--- src/rtl/divmod_pkg.sv ---
// rtl/divmod_pkg.sv - shared FSM encoding and constants for the sequential divider
package divmod_pkg;

    localparam int DEFAULT_WIDTH = 32;

    localparam logic [31:0] INT_MIN  = 32'h8000_0000;
    localparam logic [31:0] ALL_ONES = 32'hFFFF_FFFF;

    typedef enum logic [1:0] {
        ST_IDLE = 2'd0,
        ST_CALC = 2'd1,
        ST_FIX  = 2'd2,
        ST_DONE = 2'd3
    } div_state_t;

endpackage

--- src/rtl/addsub32.sv ---
// rtl/addsub32.sv - combinational add/subtract datapath, cout=1 on subtract means no borrow
module addsub32 #(
    parameter int WIDTH = 32
) (
    input  logic [WIDTH-1:0] a,
    input  logic [WIDTH-1:0] b,
    input  logic             sub,
    output logic [WIDTH-1:0] sum,
    output logic             cout
);

    // a + (b or ~b) + sub; on subtract the carry out is the inverted borrow
    assign {cout, sum} = {1'b0, a} + {1'b0, b ^ {WIDTH{sub}}} + {{WIDTH{1'b0}}, sub};

endmodule

--- src/rtl/divmod32_seq.sv ---
// rtl/divmod32_seq.sv - multicycle restoring divider, signed/unsigned, one step per clock
module divmod32_seq
    import divmod_pkg::*;
#(
    parameter int WIDTH = DEFAULT_WIDTH,
    parameter int CNT_W = 6
) (
    input  logic             clk,
    input  logic             rst_n,
    input  logic             start,
    input  logic             signed_op,
    input  logic [WIDTH-1:0] dividend,
    input  logic [WIDTH-1:0] divisor,
    output logic             busy,
    output logic             valid,
    output logic [WIDTH-1:0] quotient,
    output logic [WIDTH-1:0] remainder,
    output logic             div_zero,
    output logic             ovf
);

    localparam logic [CNT_W-1:0] CNT_LAST = CNT_W'(WIDTH - 1);
    localparam logic [CNT_W-1:0] CNT_ONE  = CNT_W'(1);

    div_state_t state, state_next;

    logic [WIDTH-1:0] rem_q;       // partial remainder
    logic [WIDTH-1:0] dvd_q;       // working dividend, quotient bits shift in at the bottom
    logic [WIDTH-1:0] dsr_q;       // magnitude of the divisor
    logic [WIDTH-1:0] orig_q;      // raw dividend, returned as remainder on divide by zero
    logic [CNT_W-1:0] cnt_q;
    logic             sgn_op_q;
    logic             sign_q_q;
    logic             sign_r_q;
    logic             dz_q;
    logic             ovf_q;

    logic [WIDTH-1:0] quo_o_q;
    logic [WIDTH-1:0] rem_o_q;
    logic             dz_o_q;
    logic             ovf_o_q;

    logic [WIDTH-1:0] trial_in;
    logic [WIDTH-1:0] trial_diff;
    logic             trial_cout;
    logic             no_borrow;
    logic [WIDTH-1:0] rem_next;

    // Low WIDTH bits of the shifted remainder; the bit shifted out is handled separately
    assign trial_in = {rem_q[WIDTH-2:0], dvd_q[WIDTH-1]};

    addsub32 #(.WIDTH(WIDTH)) u_trial_sub (
        .a    (trial_in),
        .b    (dsr_q),
        .sub  (1'b1),
        .sum  (trial_diff),
        .cout (trial_cout)
    );

    // A set bit shifted out of the remainder means the WIDTH+1 bit trial cannot borrow
    assign no_borrow = rem_q[WIDTH-1] | trial_cout;
    assign rem_next  = no_borrow ? trial_diff : trial_in;

    // State register
    always_ff @(posedge clk or negedge rst_n) begin
        if (!rst_n) begin
            state <= ST_IDLE;
        end else begin
            state <= state_next;
        end
    end

    // Next-state and handshake outputs
    always_comb begin
        state_next = state;
        busy       = 1'b0;
        valid      = 1'b0;
        unique case (state)
            ST_IDLE: begin
                if (start) begin
                    state_next = ST_CALC;
                end
            end
            ST_CALC: begin
                busy = 1'b1;
                if (cnt_q == CNT_LAST) begin
                    state_next = ST_FIX;
                end
            end
            ST_FIX: begin
                busy       = 1'b1;
                state_next = ST_DONE;
            end
            ST_DONE: begin
                valid      = 1'b1;
                state_next = ST_IDLE;
            end
            default: state_next = ST_IDLE;
        endcase
    end

    // Operand capture, restoring iteration and final sign/exception fix-up
    always_ff @(posedge clk or negedge rst_n) begin
        if (!rst_n) begin
            rem_q    <= '0;
            dvd_q    <= '0;
            dsr_q    <= '0;
            orig_q   <= '0;
            cnt_q    <= '0;
            sgn_op_q <= 1'b0;
            sign_q_q <= 1'b0;
            sign_r_q <= 1'b0;
            dz_q     <= 1'b0;
            ovf_q    <= 1'b0;
            quo_o_q  <= '0;
            rem_o_q  <= '0;
            dz_o_q   <= 1'b0;
            ovf_o_q  <= 1'b0;
        end else begin
            unique case (state)
                ST_IDLE: begin
                    if (start) begin
                        dvd_q    <= (signed_op && dividend[WIDTH-1]) ? -dividend : dividend;
                        dsr_q    <= (signed_op && divisor[WIDTH-1]) ? -divisor : divisor;
                        orig_q   <= dividend;
                        rem_q    <= '0;
                        cnt_q    <= '0;
                        sgn_op_q <= signed_op;
                        sign_q_q <= dividend[WIDTH-1] ^ divisor[WIDTH-1];
                        sign_r_q <= dividend[WIDTH-1];
                        dz_q     <= (divisor == '0);
                        ovf_q    <= signed_op && (dividend == INT_MIN) && (divisor == ALL_ONES);
                    end
                end
                ST_CALC: begin
                    rem_q <= rem_next;
                    dvd_q <= {dvd_q[WIDTH-2:0], no_borrow};
                    cnt_q <= cnt_q + CNT_ONE;
                end
                ST_FIX: begin
                    if (dz_q) begin
                        quo_o_q <= ALL_ONES;
                        rem_o_q <= orig_q;
                    end else begin
                        quo_o_q <= (sgn_op_q && sign_q_q) ? -dvd_q : dvd_q;
                        rem_o_q <= (sgn_op_q && sign_r_q) ? -rem_q : rem_q;
                    end
                    dz_o_q  <= dz_q;
                    ovf_o_q <= ovf_q;
                end
                ST_DONE: begin
                end
                default: begin
                end
            endcase
        end
    end

    assign quotient  = quo_o_q;
    assign remainder = rem_o_q;
    assign div_zero  = dz_o_q;
    assign ovf       = ovf_o_q;

endmodule

--- config.mk ---
export PLATFORM = sky130hd
export DESIGN_NAME = divmod32_seq
export DESIGN_NICKNAME = d
export VERILOG_FILES = /design/src/rtl/divmod_pkg.sv /design/src/rtl/addsub32.sv /design/src/rtl/divmod32_seq.sv
export SDC_FILE = /design/constraint.sdc
export NUM_CORES = 1
export LEC_CHECK = 0
export BUFFER_PORTS_ARGS = -buffer_cell sky130_fd_sc_hd__buf_4
export CORE_ASPECT_RATIO = 1.25
export CORE_MARGIN = 2
export CORE_UTILIZATION = 45
export DETAILED_ROUTE_END_ITERATION = 8
export PLACE_DENSITY = 0.65
export SYNTH_ARGS = -nofsm -noshare
export SYNTH_HDL_FRONTEND = slang
export SYNTH_SLANG_ARGS = --single-unit
--- constraint.sdc ---
create_clock -name clk -period 4.2 [get_ports clk]
set_input_delay 0.21 -clock clk [delete_from_list [all_inputs] [get_ports clk]]
set_output_delay 0.21 -clock clk [all_outputs]
set_load 0.03 [all_outputs]
## After elaboration in Yosys (flattened, before gate mapping)

Index checks and enable logic that the tools add are counted.

- Output and inout bits: 68
- Bits in registers: 207
- Input bits: 68

- Eq/ne operators: 8
- Add/subtract/negate cells: 7
- Bitwise gates (word level): 3
- Mux-type cells: 18
- Reduce and logical (&&, ||, !) cells: 13

Operator list:

| operator | number |
|---|---|
| two-way mux 32 bit | 9 |
| negation 32 bit | 4 |
| case mux 32 bit (2 select lines) | 2 |
| equality test 32 bit, second input constant | 2 |
| adder 32 x 32 -> 33 bit | 1 |
| adder 33 x 1 -> 33 bit, second input constant | 1 |
| zero test 32 bit | 1 |
| inverter 32 bit | 1 |
| case mux 6 bit (2 select lines) | 1 |
| case mux 2 bit (4 select lines) | 1 |
| adder 6 x 1 -> 6 bit, second input constant | 1 |
| equality test 6 x 5 -> 1 bit, second input constant | 1 |
| logical AND 1 bit | 6 |
| two-way mux 6 bit | 1 |
| AND reduction 2 bit | 3 |
| equality test 2 bit, second input constant | 2 |
| two-way mux 2 bit | 2 |
| inequality test 2 bit, second input constant | 2 |
| equality test 2 x 1 -> 1 bit, second input constant | 1 |
| zero test 2 bit | 1 |
| two-way mux 1 bit | 2 |
| nonzero test 2 bit | 1 |
| OR reduction 2 bit | 1 |
| bitwise OR 1 bit | 1 |
| XOR 1 bit | 1 |

## Longest topological paths before layout

Gate-level depths: netlist of run 1.

- Depth after elaboration: 6
- Gate-level depth with buffers: 14
- Mapped depth without buffers: 12

## Hierarchy

From an unflattened synthesis of run 1, not the netlist that was laid out.

- Cells, all modules: 1617
- Area, all modules: 13701.9 µm²

By module, submodules not included:

| module | area each (µm²) | seq. area each (µm²) | times used | cells an instance |
|---|---|---|---|---|
| divmod32_seq | 11439.7 | 5154.9 | 1 | 1315 |
| addsub32 | 2262.2 | 0.0 | 1 | 302 |

## Least setup slack after synthesis of run 1

OpenSTA, ideal clock, no wires.

- Path type: register to register
- Start point: register rem_q[8]
- End point: register rem_o_q[29], in the netlist remainder[29]
- Stages on the path, launching flop included: 10
- Setup time: 0.146 ns
- Setup slack: 1.123 ns
- Data arrival time: 2.931 ns
- Clock period less this slack: 3.077 ns
- Cells stage by stage: dfrtp_1 or4_4 or3_4 or3_4 or4_4 nor3_4 nand3b_1 o41ai_2 xor2_1 o221ai_1

- Longest elaborated chain between the ends: 3

Ends and longest elaborated chain:

| element | line | RTL |
|---|---|---|
| start, declared | divmod32_seq.sv:27 | `logic [WIDTH-1:0] rem_q;` |
| start signal, assigned | divmod32_seq.sv:136 | `rem_q <= rem_next;` |
| negation 32 bit | divmod32_seq.sv:146 | `rem_o_q <= (sgn_op_q && sign_r_q) ? -rem_q : rem_q;` |
| two-way mux 32 bit | divmod32_seq.sv:146 |  |
| two-way mux 32 bit | divmod32_seq.sv:141 | `if (dz_q) begin` |
| end signal, assigned | divmod32_seq.sv:143 | `rem_o_q <= orig_q;` |
| end signal, assigned | divmod32_seq.sv:146 |  |
| end, declared | divmod32_seq.sv:39 | `logic [WIDTH-1:0] rem_o_q;` |

No other way between the ends.
A chain may end at the register's enable or synchronous reset.

## Final worst setup path of run 1

- Start point: register dvd_q[31]
- End point: register rem_q[3]

- Longest elaborated chain between the ends: 5

Ends and longest elaborated chain:

| element | line | RTL |
|---|---|---|
| start, declared | divmod32_seq.sv:28 | `logic [WIDTH-1:0] dvd_q;` |
| start signal, assigned | divmod32_seq.sv:123 | `dvd_q <= (signed_op && dividend[WIDTH-1]) ? -dividend : dividend;` |
| start signal, assigned | divmod32_seq.sv:137 | `dvd_q <= {dvd_q[WIDTH-2:0], no_borrow};` |
| adder 32 x 32 -> 33 bit * | addsub32.sv:13 | `assign {cout, sum} = {1'b0, a} + {1'b0, b ^ {WIDTH{sub}}} + {{WIDTH{1'b0}}, sub};` |
| adder 33 x 1 -> 33 bit * | addsub32.sv:13 |  |
| bitwise OR 1 bit | divmod32_seq.sv:61 | `assign no_borrow = rem_q[WIDTH-1] \| trial_cout;` |
| two-way mux 32 bit * | divmod32_seq.sv:62 | `assign rem_next = no_borrow ? trial_diff : trial_in;` |
| case mux 32 bit (2 select lines) * | divmod32_seq.sv:120 | `unique case (state)` |

Mark *: on every way between the ends. The rest lies on a longest branch, timed or not.

==> results of run 1 <==
routing by layer:
| metal | vias to the layer above | GRT usage, % | share of wire [%] |
|---|---|---|---|
| met2 | 258 | 40.5 | 49 |
| met4 | 0 | 8.73 | 3.9 |
| met1 | 5139 | 28.3 | 43 |
| met5 | - | 0 | 0 |
| met3 | 68 | 2.92 | 4.6 |
| li1 | 5421 | - | - |
sequential cells by signal, summed over array words and instances (netlist names):
name and count:
cnt_q 6, div_zero 1, dsr_q 32, dvd_q 32, dz_q 1, orig_q 32, ovf 1, ovf_q 1
quotient 32, rem_q 32, remainder 32, sgn_op_q 1, sign_q_q 1, state 2
per-stage QoR:
step | std cells | util [%]
floorplan | 1451 | -
global placement | 1885 | 50.2
detailed placement | 1885 | 50.2
CTS | 1953 | 53.7
global route | 1953 | 53.7
finish | 1953 | 53.7
kinds of logic after synthesis:
family          after synthesis  share of synthesized area, %
simple gates                427                          15.5
mux                          60                          5.22
xor+xnor                    144                          9.87
compound gates              431                          20.7
fa+ha+maj                    43                          4.27
flops                       206                          40.3
buf+inv                     140                          4.11
final cells by class:
class	instances	area (um^2)	share of cell area [%]
multi-input combinational	1105	7130	47.0
sequential	206	5160	34.0
timing repair buffer	184	1490	9.80
clock buffer	36	634	4.19
tap	355	444	2.93
inverter	64	240	1.59
clock inverter	3	65.1	0.429
cell usage after synthesis, drive strengths merged (24+ instances only):
cell and n:
a21oi 101, clkbuf 71, dfrtp 206, ha 42
inv 63, mux2 53, nand2 173, nor2 105
nor3 24, o21ai 175, o22a 31, xnor2 81
xor2 63
critical path: stages (launching register included):
cell and delay (ns):
dfrtp_1 0.41, inv_1 0.06, ha_1 0.22, fa_1 0.41
nand2b_1 0.18, a211oi_1 0.38, o211ai_1 0.33, a211oi_1 0.32
a211o_1 0.23, a31oi_4 0.32, buf_12 0.27, o31ai_1 0.24
a22o_1 0.15
path summary, 6_finish.rpt:
kind                        startpoint            end  slack (ns)  cells after the start
max                          dvd_q[31]       rem_q[3]        0.60                     12
min                        dividend[1]      orig_q[1]        0.02                      3
max reg2reg                  dvd_q[31]       rem_q[3]        0.60                     12
min reg2reg                  dsr_q[17]      dsr_q[17]        0.47                      2
max in group asynchronous        rst_n       dsr_q[6]        2.83                      3
min in group asynchronous        rst_n  remainder[23]        0.38                      2
power by group through the flow:
stage | Sequential [mW] | Clock, mW | Combinational [mW]
after global placement | 3.78 | 0 | 7.42
after CTS | 3.79 | 1.96 | 7.59
after global routing | 3.93 | 2.04 | 8.41
final | 3.79 | 1.93 | 7.56
after floorplan | 4.12 | 0 | 5.03
after detailed placement | 3.82 | 0 | 7.54
repair_timing:
| action | CTS | global route |
|---|---|---|
| endpoints found under the hold margin | 130 | 0 |
| setup buffers | 0 | 0 |
| endpoints found under the setup margin | 0 | 0 |
| hold buffers | 29 | 0 |
| gates resized for setup | 0 | 0 |
==> flow_summary.toml, run 1 <==
[run_status]
status = "finished clean"

[logic_synthesis]
synthDistinctLibCells = 59
synthTopCellsByArea = "dfrtp_1, o21ai_0, xnor2_1, nand2_1, mux2_2"
synth_top_cell_by_area = "dfrtp_1"
syn-cell-area_um2 = 12800
ys.flop_type = "dfrtp_1"
synth_warnings = 0
ys_seq_area_share_pct = 40.3
async_reset_ff_share_pct = 100
avgSynthCellArea_um2 = 8.81
ys_ff_latch = 206
synthesis.nets = 1562
synth_top_area_share_pct = 40.3
synthCells = 1451
synth-edff-count = 0

[clock_network]
clockBufferDepth = 3
cts_buffers = 23
cts_tree = "yes"
clockRootBuffer = "clkbuf_16"
insertion_delay_ns = 0.50
clk_pin_slew_worst_paths_ns = 0.06
cts-htree-levels = 1
cts.sink_count = 206

[pwr]
leakagePower_nw = 6.62
power_mw = 13.3
p_clk_share_pct = 14.5
swShare_pct = 45.5
seq_power_share_pct = 28.6
comb_power_share_pct = 56.9
powerDensity_nw_per_um2 = 876
p_int_mw = 7.24
vdd_drop_max_mv = 0.302
power.switching_mw = 6.05

[floorplanning]
pin_count = 136
initial_core_util_pct = 45.3
die_w_um = 155
core-area_um2 = 28200
die_area_um2 = 29800
fp.dieH_um = 192
rows = 69

[grt]
grt_overflow = 0
grt_antenna_before_repair = 0
gr-usage-all-layers_pct = 22.8
grt_pass1_vias = 10700
grt_max_degree = 105
grt_pass1_wl_mm = 55.0

[layout]
fin_nets = 1695
diodes = 0
postLayoutCellArea_um2 = 15200
drive_gt1_share_pct = 15.6
area_delta_synth_final_pct = 18.6
fill_cells = 2662
final_common_cell = "dfrtp_1"
final_cell_mix = "dfrtp_1, o21ai_0, nand2_1"

[placement]
pre_cts_slack_ns = 0.554
hpwl_mm = 25.7
placed_cell_area_um2 = 14200
gp_routability_congestion = 0.874
io_buffers = 135

[job]
cap_violations = 0

[detailed_routing]
wire_per_inst_um = 17.4
vias = 10900
antenna_left = 0
vias_per_cell = 5.57
drtIter0Drc = 564
drc_errors = 0
firstDrtPassIters = 5
postRouteWirelength_mm = 34.0

[sta]
finClkSkew_ns = 0.0109
hold_violations = 0
timing.fmax_ghz = 0.278
fin_tns_setup_ns = 0
timing.final.crit_period_ns = 3.60
maxSlewViolCount = 0
worst_slew_pin_slew_ns = 0.888
setup_viol = 0
finalCritPeriodShare_pct = 85.7
hold-worst-slack_ns = 0.0203
worst_slack_ns = 0.600
slew_headroom_pct = 40.8
rsz0062_at_grt = "false"

[worst_setup_path]
critPathLaunchType = "register"
crit_path_max_fanout = 32
worstSetupPathType = "reg2reg"
worstSetupEndpointType = "register"
cp.arrival_ns = 4.04
crit_required_ns = 4.64

[min_path]
hold_path_class = "in2reg"
Note: power is estimated with default switching activity, not from simulation.
==> inputs of run 2 (changes only) <==
Settings changed: CORE_UTILIZATION 45 to 35, PLACE_DENSITY 0.65 to 0.53.
==> flow_summary.toml, run 2 (synthesis results as in run 1) <==
[run_status]
status = "finished clean"

[worst_setup_path]
critPathLaunchType = "register"
r2r_start = "dvd_q[31]"
worstSetupPathType = "reg2reg"
startpoint = "dvd_q[31]"
cp_slowest_stage_delay_ns = 0.41
critPathBufInv = 2
rrSetupSlack_ns = 0.69
critPathTopFamily = "compound AO/OA/AOI/OAI gates"
r2r_cells = 13
crit_path_max_fanout = 27
crit_required_ns = 4.60
path_depth = 13
path_common_cell = "a211oi_1"
worstSetupEndpointType = "register"
crit_chain = "inv_1, ha_1, fa_1, nand2b_1, a211oi_1, o211ai_1, a211oi_1, a211o_1, a31oi_4, buf_4, nand2_1, o21ai_0, a22o_1"
critPathSlowestCell = "dfrtp_1"
rr_endpoint = "rem_q[5]"
cp.arrival_ns = 3.90
cp-endpoint = "rem_q[5]"

[layout]
diodes = 0
area_delta_synth_final_pct = 20.3
fin_nets = 1696
final_cells = 2079
final_common_cell = "dfrtp_1"
final_cell_mix = "dfrtp_1, o21ai_0, nand2_1"
fill_cells = 3633
drive_gt1_share_pct = 15.9
fin_util_pct = 42.6

[detailed_routing]
wl_met1_mm = 16.7
wire_per_inst_um = 17.9
highest_layer = "met4"
drc_errors = 0
vias = 11000
antenna_left = 0
routed-wl-met3_mm = 1.48
firstDrtPassIters = 5
postRouteWirelength_mm = 37.3
drtIter0Drc = 743
vias_per_cell = 5.27
wl_met2_mm = 18.0

[placement]
io_buffers = 135
gp_routability_congestion = 0.896
place_inst = 2010
hpwl_mm = 27.8

[clock_network]
clockBufferDepth = 3
cts-htree-levels = 1
cts_buffers = 23
cts.sink_count = 206
insertion_delay_ns = 0.52
clockRootBuffer = "clkbuf_16"
cts_tree = "yes"
cts_resized = 0
clk_pin_slew_worst_paths_ns = 0.06

[pwr]
powerDensity_nw_per_um2 = 879
swShare_pct = 45.8
power_mw = 13.5
comb_power_share_pct = 56.5
p_clk_share_pct = 15.4
vdd_drop_max_mv = 0.369
power.switching_mw = 6.18
leakagePower_nw = 6.65
p_int_mw = 7.33
seq_power_share_pct = 28.2

[floorplanning]
core-area_um2 = 36100
initial_core_util_pct = 35.4
die_area_um2 = 38100
pin_count = 136
die_w_um = 175
rows = 78
fp.dieH_um = 218

[sta]
slew_headroom_pct = 51.0
finClkSkew_ns = 0.0178
hold-worst-slack_ns = 0.00432
rsz0062_at_grt = "false"
timing.final.crit_period_ns = 3.51
setup_viol = 0
maxSlewViolCount = 0
hold_violations = 0
timing.fmax_ghz = 0.285
finalCritPeriodShare_pct = 83.5
fin_tns_setup_ns = 0
worst_slew_pin_slew_ns = 0.734

[grt]
gr-usage-all-layers_pct = 19.3
grt_max_degree = 84
grt_overflow = 0
grt_pass1_vias = 10700
grt_antenna_before_repair = 0
grt_pass1_wl_mm = 59.3

[min_path]
hold_start = "divisor[27]"
hold_path_class = "in2reg"

[job]
cap_violations = 0
[run 2: cell type report]
type / count / area (um^2) / share of cell area [%]
clock buffers: 34 / 657 / 4.27
clock inverters: 5 / 103 / 0.667
inverters: 64 / 240 / 1.56
multi-input cells: 1105 / 7140 / 46.4
flip-flops and latches: 206 / 5160 / 33.5
well taps: 480 / 601 / 3.91
repair buffers: 185 / 1480 / 9.64
[run 2: layer usage]
metal,up-vias,track usage [%]
li1,5417,-
met1,5247,25.9
met2,234,33.0
met3,52,1.78
met4,0,6.17
met5,-,0
[run 2: timing repair]
action,in CTS,in global routing
hold buffers,30,0
setup buffers,0,0
endpoints found under the hold margin,110,0
[run 2: metrics by stage]
stage | instance area (um^2) | setup WS (ns)
final | 15400 | 0.693
after global routing | 15400 | 0.386
after floorplan | 12800 | 1.12
after global placement | 14300 | 0.713
after detailed placement | 14300 | 0.658
after CTS | 15400 | 0.644
[run 2: worst min-delay path by stage]
stage                     to  cells past startpoint
2_1_floorplan       cnt_q[0]                      0
3_3_place_gp   remainder[15]                      1
3_5_place_dp   remainder[20]                      1
4_1_cts            dsr_q[27]                      3
5_1_grt            dsr_q[27]                      3
6_report           dsr_q[27]                      3
[run 2: tightest hold or removal path, cell delays in order]
cell and delay [ns]:
buf_4 0.09, xnor2_1 0.11, o21ai_0 0.07
[run 2: power groups by stage]
stage / combinational, mW / clock (mW) / sequential, mW
finish: 7.63 / 2.08 / 3.80
floorplan: 5.03 / 0 / 4.12
global placement: 7.55 / 0 / 3.80
global route: 8.49 / 2.23 / 3.93
CTS: 7.67 / 2.13 / 3.80
detailed placement: 7.63 / 0 / 3.84
